--- config.mk ---
export PLATFORM = sky130hd
export DESIGN_NAME = cplx_scaled_adder
export DESIGN_NICKNAME = d
export VERILOG_FILES = /design/src/rtl/cplx_scaled_adder.sv
export SDC_FILE = /design/constraint.sdc
export NUM_CORES = 1
export LEC_CHECK = 0
export ABC_AREA = 1
export CAP_MARGIN = 20
export CORE_ASPECT_RATIO = 1.75
export CORE_MARGIN = 4
export CORE_UTILIZATION = 50
export CTS_BUF_LIST = sky130_fd_sc_hd__clkbuf_4
export CTS_CLUSTER_DIAMETER = 100
export DETAILED_ROUTE_END_ITERATION = 10
export PLACE_DENSITY = 0.86
export SLEW_MARGIN = 20
export SYNTH_ARGS = -nofsm -noshare
export SYNTH_HDL_FRONTEND = slang
export SYNTH_SLANG_ARGS = --single-unit
export TNS_END_PERCENT = 100
--- constraint.sdc ---
create_clock -name clk -period 1.9 [get_ports clk]
set_input_delay 0.57 -clock clk [delete_from_list [all_inputs] [get_ports clk]]
set_output_delay 0.57 -clock clk [all_outputs]
set_load 0.1 [all_outputs]
--- src/rtl/cplx_scaled_adder.sv ---
// cplx_scaled_adder: two-stage handshaked complex add/subtract for the
// radix-4 FFT butterfly lanes. S1 holds the full-precision DATA_W+1 bit
// sum/difference; S2 applies the optional /2 scale, saturates and drives
// the outputs together with the overflow flag.
//
// Build option: define CSA_ROUND_EN for round-half-up on scaled results;
// otherwise scaled results are truncated (floor) and can never clamp.
module cplx_scaled_adder #(
  parameter int unsigned DATA_W     = 32,
  parameter bit          OVF_STICKY = 1'b1
) (
  input  logic              clk,
  input  logic              rst_n,
  input  logic              in_valid,
  output logic              in_ready,
  input  logic              op_sub,
  input  logic              scale,
  input  logic [DATA_W-1:0] a_re,
  input  logic [DATA_W-1:0] a_im,
  input  logic [DATA_W-1:0] b_re,
  input  logic [DATA_W-1:0] b_im,
  output logic              out_valid,
  input  logic              out_ready,
  output logic [DATA_W-1:0] s_re,
  output logic [DATA_W-1:0] s_im,
  output logic              ovf,
  input  logic              clr_ovf
);

  localparam int unsigned SW = DATA_W + 1;  // full-precision sum width
  localparam int unsigned RW = DATA_W + 2;  // headroom for the rounding add

  // Sign-extended add or subtract; DATA_W+1 bits can never wrap.
  function automatic logic [SW-1:0] add_sub(input logic [DATA_W-1:0] a,
                                            input logic [DATA_W-1:0] b,
                                            input logic              sub);
    logic [SW-1:0] ae;
    logic [SW-1:0] be;
    ae = {a[DATA_W-1], a};
    be = {b[DATA_W-1], b};
    return sub ? (ae - be) : (ae + be);
  endfunction

  // Scale, round and saturate one component. Returns {clamp, value}.
  function automatic logic [DATA_W:0] scale_sat(input logic [SW-1:0] sum,
                                                 input logic          sc);
    logic [RW-1:0]     ext;
    logic [RW-1:0]     rr;
    logic [RW-1:0]     r;
    logic              clamp;
    logic [DATA_W-1:0] val;
    ext = {sum[SW-1], sum};
`ifdef CSA_ROUND_EN
    // The +1 can push a-b = 2^DW-1 up to 2^DW, which is why RW has a spare bit.
    rr = ext + RW'(1);
`else
    rr = ext;
`endif
    if (sc) begin
      r = {rr[RW-1], rr[RW-1:1]};
    end else begin
      r = ext;
    end
    // In range only when every bit from the result MSB upward agrees.
    clamp = !((&r[RW-1:DATA_W-1]) || !(|r[RW-1:DATA_W-1]));
    if (clamp) begin
      val = r[RW-1] ? {1'b1, {(DATA_W-1){1'b0}}} : {1'b0, {(DATA_W-1){1'b1}}};
    end else begin
      val = r[DATA_W-1:0];
    end
    return {clamp, val};
  endfunction

  logic              s1_valid_q;
  logic [SW-1:0]     s1_re_q;
  logic [SW-1:0]     s1_im_q;
  logic              s1_scale_q;
  logic [SW-1:0]     s1_re_d;
  logic [SW-1:0]     s1_im_d;

  logic              out_valid_q;
  logic [DATA_W-1:0] s_re_q;
  logic [DATA_W-1:0] s_im_q;
  logic [DATA_W-1:0] s_re_d;
  logic [DATA_W-1:0] s_im_d;
  logic              clamp_re_d;
  logic              clamp_im_d;
  logic              clamp_d;
  logic              ovf_q;
  logic              ovf_d;

  logic              s2_load;
  logic              s1_load;

  // Backpressure: a stage may load when it is empty or its content leaves.
  always_comb begin
    s2_load  = !out_valid_q || out_ready;
    s1_load  = !s1_valid_q || s2_load;
    in_ready = s1_load;
  end

  // Stage 1 datapath: full-precision sum/difference of each component.
  always_comb begin
    s1_re_d = add_sub(a_re, b_re, op_sub);
    s1_im_d = add_sub(a_im, b_im, op_sub);
  end

  // Stage 2 datapath: scale/round/saturate, re and im independently.
  always_comb begin
    {clamp_re_d, s_re_d} = scale_sat(s1_re_q, s1_scale_q);
    {clamp_im_d, s_im_d} = scale_sat(s1_im_q, s1_scale_q);
    clamp_d = clamp_re_d || clamp_im_d;
  end

  // Overflow flag next state; a new clamp beats a simultaneous clear.
  always_comb begin
    ovf_d = ovf_q;
    if (OVF_STICKY) begin
      if (s2_load && s1_valid_q && clamp_d) begin
        ovf_d = 1'b1;
      end else if (clr_ovf) begin
        ovf_d = 1'b0;
      end
    end else begin
      // Pulse mode: follows whatever S2 holds, and a bubble clears it.
      if (s2_load) begin
        ovf_d = s1_valid_q && clamp_d;
      end
    end
  end

  // Stage 1 register: capture the accepted input.
  always_ff @(posedge clk or negedge rst_n) begin
    if (!rst_n) begin
      s1_valid_q <= 1'b0;
      s1_re_q    <= '0;
      s1_im_q    <= '0;
      s1_scale_q <= 1'b0;
    end else if (s1_load) begin
      s1_valid_q <= in_valid;
      if (in_valid) begin
        s1_re_q    <= s1_re_d;
        s1_im_q    <= s1_im_d;
        s1_scale_q <= scale;
      end
    end
  end

  // Stage 2 register: outputs hold while the consumer stalls.
  always_ff @(posedge clk or negedge rst_n) begin
    if (!rst_n) begin
      out_valid_q <= 1'b0;
      s_re_q      <= '0;
      s_im_q      <= '0;
    end else if (s2_load) begin
      out_valid_q <= s1_valid_q;
      if (s1_valid_q) begin
        s_re_q <= s_re_d;
        s_im_q <= s_im_d;
      end
    end
  end

  // Overflow flag register.
  always_ff @(posedge clk or negedge rst_n) begin
    if (!rst_n) begin
      ovf_q <= 1'b0;
    end else begin
      ovf_q <= ovf_d;
    end
  end

  assign out_valid = out_valid_q;
  assign s_re      = s_re_q;
  assign s_im      = s_im_q;
  assign ovf       = ovf_q;

endmodule

==> flow_summary.yaml, run 1 <==
run_status:
  status: "stopped before the end"
  stop_stage: "global routing (5_1_grt)"
  error: "[ERROR GRT-0232] Routing congestion too high. Check the congestion heatmap in the GUI."
placement:
  dpl.cell_count: 2731
  gp_congestion: 0.960
  portBuffers: 201
  hpwl_mm: 33.7
  pre_cts_ws_ns: -1.82
synthesis:
  synth_top_family_by_area: "simple AND/OR/NAND/NOR gates"
  synthSimpleGateAreaFrac_pct: 34.1
  synth-warning-count: 0
  ys_seq_area_share_pct: 27.1
  synth_area_per_cell_sq_um: 6.18
  syn_area_sq_mm: 0.0124
  synth_compound_area_share_pct: 14.0
  synthXorXnorAreaFrac_pct: 5.80
  syn_inst: 2002
  syn-num-nets: 2209
  synth-adder-area-share_pct: 7.40
  synth-seq-cells: 134
  muxShareOfSynthArea_pct: 0
  ys_types: 37
global_routing:
  gr-total-overflow: 31
  grt.total_usage_pct: 68.4
  grt_max_degree: 73
  antenna_found_initial: 7
clocking:
  htree_num_levels: 4
  cts_buffer_depth: 2
  cts_buffers: 17
  cts_root_buf: "clkbuf_4"
  cts_sinks: 134
sta:
  worst_endpoint: "s1_im_q[25]$_DFFE_PN0P_/D"
  worst_endpoint_kind: "sequential cell input"
die:
  die-height_um: 216
  die_w_um: 127
  start_util_pct: 50.5
  rows: 76
  io_pins: 202
[synthesized netlist by cell type]
| master | n | share of area, % |
|---|---|---|
| a21oi_2 | 2 | 0.14 |
| nor2_2 | 9 | 0.45 |
| nor4_1 | 4 | 0.20 |
| o21bai_1 | 9 | 0.55 |
| o211ai_2 | 1 | 0.10 |
| a21oi_1 | 178 | 7.2 |
| nor3_2 | 4 | 0.32 |
| nand2_1 | 572 | 17 |
| nand4_1 | 22 | 1.1 |
| o22ai_1 | 4 | 0.20 |
| o21ai_4 | 1 | 0.13 |
| buf_4 | 1 | 0.061 |
| dfrtp_1 | 134 | 27 |
| inv_2 | 8 | 0.24 |
| clkbuf_1 | 23 | 0.70 |
| nand3b_1 | 10 | 0.61 |
| or2_1 | 4 | 0.20 |
| buf_1 | 4 | 0.12 |
| o21ai_2 | 4 | 0.28 |
| nor3_1 | 14 | 0.57 |
| nor3_4 | 1 | 0.13 |
| inv_1 | 312 | 9.5 |
| xor2_1 | 48 | 3.4 |
| ha_1 | 70 | 7.1 |
| or2_2 | 6 | 0.30 |
| nand3_2 | 4 | 0.32 |
| nand3_1 | 103 | 4.2 |
| nor2_1 | 232 | 7.0 |
| and2_1 | 1 | 0.051 |
| fa_1 | 2 | 0.32 |
| nor2_4 | 3 | 0.27 |
| o21ai_1 | 19 | 0.77 |
| o21ai_0 | 112 | 4.5 |
| buf_2 | 24 | 0.97 |
| nand2_2 | 21 | 1.1 |
| xnor2_1 | 34 | 2.4 |
| o21a_1 | 2 | 0.12 |
[per-layer routing]
| layer | overflow | global-route usage [%] |
|---|---|---|
| met5 | 0 | 27.9 |
| met4 | 10 | 67.9 |
| met3 | 1 | 50.2 |
| met2 | 20 | 88.4 |
| met1 | 0 | 65.8 |
[kinds of logic after synthesis]
logic type,after synthesis
flip-flops,134
buffers and inverters,372
AND/OR/NAND/NOR,1010
AO/OA/AOI/OAI,332
adder cells (fa/ha/maj),72
XOR/XNOR,82
[through the flow]
stage,cell area (sq um),hold slack [ns],util (%)
detailed placement,18300,0.431,74.7
global placement,18300,0.434,74.7
floorplan,13400,0.274,-
CTS,20600,0.383,84.0
[what timing repair did]
| item | in CTS |
|---|---|
| endpoints found under the hold margin | 11 |
| pin swaps | 292 |
| hold buffers | 1 |
| buffers inserted | 75 |
| endpoints found under the setup margin | 67 |
| resized for setup | 482 |
==> run 2: changes to the inputs <==
- CORE_ASPECT_RATIO: 1.75 -> unset
- CORE_UTILIZATION: 50 -> 35
- CTS_BUF_LIST: sky130_fd_sc_hd__clkbuf_4 -> unset
- CTS_CLUSTER_DIAMETER: 100 -> unset
- PLACE_DENSITY: 0.86 -> unset
- PLACE_DENSITY_LB_ADDON: unset -> 0.15
- clock period: 1.9 -> 2.5 ns (I/O delays scaled with it)
==> run 2 against run 1 <==
Area after synthesis is the same. Synthesized cell count is the same. The flow now finishes, with violations (setup timing).
==> flow_summary.yaml, run 2 <==
run_status:
  status: "finished with violations"
  violations: "setup timing"
route:
  drt_iter0_drc: 732
  via_per_inst: 4.81
  drt_first_pass_iters: 5
  wirelength_mm: 46.6
  drtAntennaViolNets: 0
  wl_per_cell_um: 15.6
  vias: 14400
  drc: 0
synthesis:
  synthSimpleGateAreaFrac_pct: 34.1
  yosysMostFrequentCell: "nand2_1"
  syn_area_sq_mm: 0.0124
  syn_inst: 2002
  synth_compound_area_share_pct: 14.0
  synth_area_per_cell_sq_um: 6.18
  yosys.area.top_type_share_pct: 27.1
  synth_top_family_by_area: "simple AND/OR/NAND/NOR gates"
  synth_enable_flop_cells: 0
  ys_seq_area_share_pct: 27.1
  synthXorXnorAreaFrac_pct: 5.80
  ys_types: 37
  synth_ff_type: "dfrtp_1"
  synth.area.top_cells: "dfrtp_1, nand2_1, inv_1, a21oi_1, ha_1"
  synthArstFlopShare_pct: 100
  synthTopCellsByCount: "nand2_1, inv_1, nor2_1"
  synth_area_leader_cell: "dfrtp_1"
  muxShareOfSynthArea_pct: 0
  syn-num-nets: 2209
  synth-adder-area-share_pct: 7.40
  synth-warning-count: 0
  synth-seq-cells: 134
cells_and_area:
  layout_common_cells: "nand2_1, buf_4, inv_1"
  drive_gt1_share_pct: 44.7
  final_util_pct: 62.5
  final_common_cell: "nand2_1"
  fin_nets: 2734
  reg_top3: "s1_im_q (33), s1_re_q (33)"
  area_growth_pct: 75.3
  n_antenna_cell: 0
  fillers: 3046
  stdcell_count: 2995
sta:
  period_share_pct: 117
  rsz0062_at_grt: "yes"
  hold_viol: 0
  setup_viol: 49
  worst_pin_slew_ns: 0.475
  slew_viol_final: 0
  skew_ns: 0.00759
  min_period_ns: 2.93
  maxSlewHeadroom_pct: 68.3
  max_freq_ghz: 0.342
  fin_ws_ns: -0.427
pwr:
  power_mw: 17.9
  vdd_ir_drop_max_mv: 1.81
  leakage_nw: 10.5
  power.density_mw_per_mm2: 826
global_routing:
  grt.total_usage_pct: 22.3
  grt_pass1_wl_mm: 70.5
  first_global_vias: 13500
  grt.met1_usage_pct: 35.7
  antenna_found_initial: 0
  grt_use_met2_pct: 32.1
  gr-total-overflow: 0
  grt_max_degree: 50
  grt_use_met3_pct: 2.90
  grt_busiest_layer: "met1"
clocking:
  cts_sinks: 134
  htree_num_levels: 4
  cts_buffer_depth: 2
  clkTransAtPathRegs_ns: 0.06
  cts_buffers: 17
  cts_root_buf: "clkbuf_16"
  clkLatencyLatePin_ns: 0.41
  cts_tree: "built"
placement:
  dpl.cell_count: 2872
  hpwl_mm: 34.7
  gp_congestion: 0.930
  pre_cts_ws_ns: -1.37
  portBuffers: 201
worst_setup_path:
  cp-end-kind: "register"
  cp.required_ns: 2.80
  arrival_ns: 3.23
  start_kind: "input pin"
  critical_path_class: "in -> reg"
  cp_max_fo: 4
die:
  die_w_um: 196
  start_util_pct: 35.7
  rows: 68
  dieArea_sq_mm: 0.0384
  die-height_um: 196
  coreArea_sq_mm: 0.0347
  io_pins: 202
job:
  drv_cap: 0
hold_path:
  min-delay-path-class: "in -> async"
## run 2: cell counts after synthesis
Identical to the previous run, type by type.
## run 2: report_power, final
| part | internal, mW | leakage [nW] | switching (mW) |
|---|---|---|---|
| registers | 2.99 | 1.56 | 0.514 |
| clock network | 1.98 | 0.334 | 0.951 |
| logic | 3.62 | 8.59 | 7.86 |
| total | 8.60 | 10.5 | 9.32 |
## run 2: through the flow
step	area, sq um	setup TNS [ns]	hold slack, ns
2_1_floorplan	13100	-9.11	0.442
3_3_place_gp	17500	-66.40	0.465
3_5_place_dp	17500	-67.27	0.470
4_1_cts	20100	-13.17	0.277
5_1_grt	21700	-19.05	0.287
6_report	21700	-13.29	0.270
## run 2: worst max-delay path, stage by stage
cell,delay [ns]
buf_12,0.11
inv_16,0.05
nand3_4,0.07
nor3_4,0.30
nand2_2,0.13
nor2_4,0.14
a21oi_2,0.07
xor2_1,0.23
inv_1,0.12
ha_4,0.33
nand2_4,0.08
buf_6,0.12
nor2_4,0.10
nand3_2,0.07
nand4_1,0.21
nand2_1,0.11
nand2_1,0.07
nand2_1,0.05
nand3_1,0.06
nand2_1,0.05
## run 2: layout make-up
class,count,area (sq um),area share (%)
well taps,455,569,2.62
inverters,320,1300,6.00
flip-flops and latches,134,3350,15.5
multi-input cells,1496,10900,50.2
repair buffers,558,4880,22.5
clock inverters,15,274,1.26
clock buffers,17,425,1.96
## run 2: final timing paths
| check | from | to | slack, ns | depth (start not counted) |
|---|---|---|---|---|
| max in group asynchronous | rst_n | s_im[4]$_DFFE_PN0P_ | 1.57 | 2 |
| setup / recovery | b_re[1] | s1_re_q[26]$_DFFE_PN0P_ | -0.43 | 20 |
| hold / removal | rst_n | s_re[8]$_DFFE_PN0P_ | 0.27 | 1 |
| min in group clk | s1_im_q[22]$_DFFE_PN0P_ | s1_im_q[22]$_DFFE_PN0P_ | 0.48 | 2 |
| setup reg to reg | s1_scale_q$_DFFE_PN0P_ | s_re[12]$_DFFE_PN0P_ | 0.59 | 8 |
| hold reg to reg | s1_im_q[22]$_DFFE_PN0P_ | s1_im_q[22]$_DFFE_PN0P_ | 0.48 | 2 |
## run 2: logic make-up after synthesis
kind of cell             Yosys count
adder cells (fa/ha/maj)           72
XOR/XNOR                          82
flip-flops                       134
AND/OR/NAND/NOR                 1010
buffers and inverters            372
AO/OA/AOI/OAI                    332
## run 2: what timing repair did
item	4_1_cts	5_1_grt
endpoints found under the hold margin	0	0
buffers inserted	51	45
endpoints found under the setup margin	62	58
hold buffers	0	0
pin swaps	296	307
gates resized for setup	517	372
gates cloned	2	1
## run 2: layer usage
metal	wire [um]	part of all wire (%)
met1	24000	51
met5	0	0
met3	2060	4.4
met4	582	1.2
met2	20000	43
(Power assumes the default switching activity.)
==> run 3: changes to the inputs <==
- clock period: 2.5 -> 2.7 ns (I/O delays scaled with it)
==> run 3 against run 2 <==
The run still ends with setup timing left. Critical endpoint is now s1_re_q[31]$_DFFE_PN0P_. First-iteration DRC count grew 24%. Setup slack better by 0.22 ns. Largest cell class unchanged. Routed wire length is 1.6% lower. Via count fell by 0.29%. Critical path type unchanged. Sequential power fell by 7.7%. Critical path depth is 1 lower. Power decreased by 10%. Clock-buffer cell count is 5 higher.
==> flow_summary.yaml, run 3 (same netlist as run 2, synthesis figures left out) <==
run_status:
  status: "finished with violations"
  violations: "setup timing"
route:
  wl_per_cell_um: 15.4
  wirelength_mm: 45.9
  vias: 14400
  via_per_inst: 4.81
  drc: 0
  drt_first_pass_iters: 5
  drt_iter0_drc: 907
  drtAntennaViolNets: 0
cells_and_area:
  stdcell_count: 2981
  fin_nets: 2720
  reg_top3: "s1_im_q (33), s1_re_q (33)"
  layout_common_cells: "nand2_1, buf_4, inv_1"
  drive_gt1_share_pct: 43.7
  multiInputGateArea_sq_mm: 0.0108
  fillers: 3110
  final_common_cell: "nand2_1"
  area_growth_pct: 71.2
  final_util_pct: 61.1
  seq_area_sq_mm: 0.00335
  n_antenna_cell: 0
pwr:
  vdd_ir_drop_max_mv: 1.40
  power.density_mw_per_mm2: 757
  leakage_nw: 10.3
  power_mw: 16.0
sta:
  hold_viol: 0
  slew_viol_final: 0
  setup_tns_ns: -4.67
  maxSlewHeadroom_pct: 40.7
  fin_ws_ns: -0.205
  max_freq_ghz: 0.344
  rsz0062_at_grt: "yes"
  setup_viol: 40
  min_period_ns: 2.90
  worst_pin_slew_ns: 0.889
  period_share_pct: 108
  skew_ns: 0.00917
placement:
  portBuffers: 201
  hpwl_mm: 34.3
  dpl.cell_count: 2859
  pre_cts_ws_ns: -1.18
  gp_congestion: 0.908
global_routing:
  grt_max_degree: 70
  antenna_found_initial: 1
  gr-total-overflow: 0
  grt_pass1_wl_mm: 69.6
  grt.total_usage_pct: 21.9
  first_global_vias: 13600
clocking:
  cts_buffers: 17
  clkTransAtPathRegs_ns: 0.06
  ctsHoldBuffers: 0
  cts_tree: "built"
  htree_num_levels: 4
  cts_sinks: 134
  clkLatencyLatePin_ns: 0.42
  cts_buffer_depth: 2
  cts_root_buf: "clkbuf_16"
worst_setup_path:
  cp.required_ns: 3.01
  arrival_ns: 3.22
  start_kind: "input pin"
  cp_max_fo: 5
  critical_path_class: "in -> reg"
  cp-end-kind: "register"
die:
  dieArea_sq_mm: 0.0384
  rows: 68
  die_w_um: 196
  die-height_um: 196
  start_util_pct: 35.7
  io_pins: 202
  coreArea_sq_mm: 0.0347
hold_path:
  min-delay-path-class: "in -> async"
job:
  drv_cap: 0
## run 3: area by class of cell
cell class	instances	area share, %
tap	455	2.69
timing repair buffer	544	21.8
multi-input combinational	1496	50.7
clock buffer	22	2.14
clock inverter	10	0.726
sequential	134	15.8
inverter	320	6.07
## run 3: critical path, stage by stage
cell and delay (ns):
buf_12 0.11, inv_16 0.05, nand3_4 0.08, nor3_4 0.28
nand4_1 0.27, o21ai_2 0.21, xor2_1 0.18, inv_1 0.10
ha_4 0.33, nand2_4 0.08, nor3_4 0.18, buf_4 0.14
nand2_2 0.05, nand3_2 0.08, a21oi_2 0.04, nand2_1 0.06
nand2_1 0.05, nand3_1 0.08, nand2_1 0.05
## run 3: worst paths after layout
check	start	endpoint	slack, ns	depth (start not counted)
hold / removal	rst_n	s_im[22]$_DFFE_PN0P_	0.34	1
max in group asynchronous	rst_n	s1_re_q[5]$_DFFE_PN0P_	1.71	2
setup / recovery	b_re[1]	s1_re_q[31]$_DFFE_PN0P_	-0.20	19
min in group clk	s1_im_q[30]$_DFFE_PN0P_	s1_im_q[30]$_DFFE_PN0P_	0.47	2
hold reg to reg	s1_im_q[30]$_DFFE_PN0P_	s1_im_q[30]$_DFFE_PN0P_	0.47	2
setup reg to reg	s1_re_q[32]$_DFFE_PN0P_	s_re[4]$_DFFE_PN0P_	0.42	7
## run 3: routing by layer
metal | part of all wire, % | vias to the layer above | track usage (%) | routed length (um)
li1 | - | 7335 | - | -
met1 | 51 | 6558 | 35.2 | 23500
met2 | 42 | 407 | 31.3 | 19400
met3 | 5.0 | 50 | 2.63 | 2280
met4 | 1.4 | 2 | 4.47 | 648
met5 | 0.028 | - | 0 | 13
## run 3: stage by stage
stage | area, sq um | hold slack (ns)
3_5_place_dp | 17100 | 0.467
3_3_place_gp | 17100 | 0.456
5_1_grt | 21200 | 0.378
6_report | 21200 | 0.344
2_1_floorplan | 12900 | 0.442
4_1_cts | 19500 | 0.348
## run 3: report_power, final
part	total, mW	switching, mW	internal, mW
registers	3.24	0.468	2.77
logic	10.4	7.19	3.21
clock network	2.40	0.838	1.56
## run 3: repair_timing
item                       4_1_cts  5_1_grt
pin swaps                      256      338
cloned                           1        1
resized for setup              466      428
setup endpoints to repair       62       57
buffers inserted                52       42
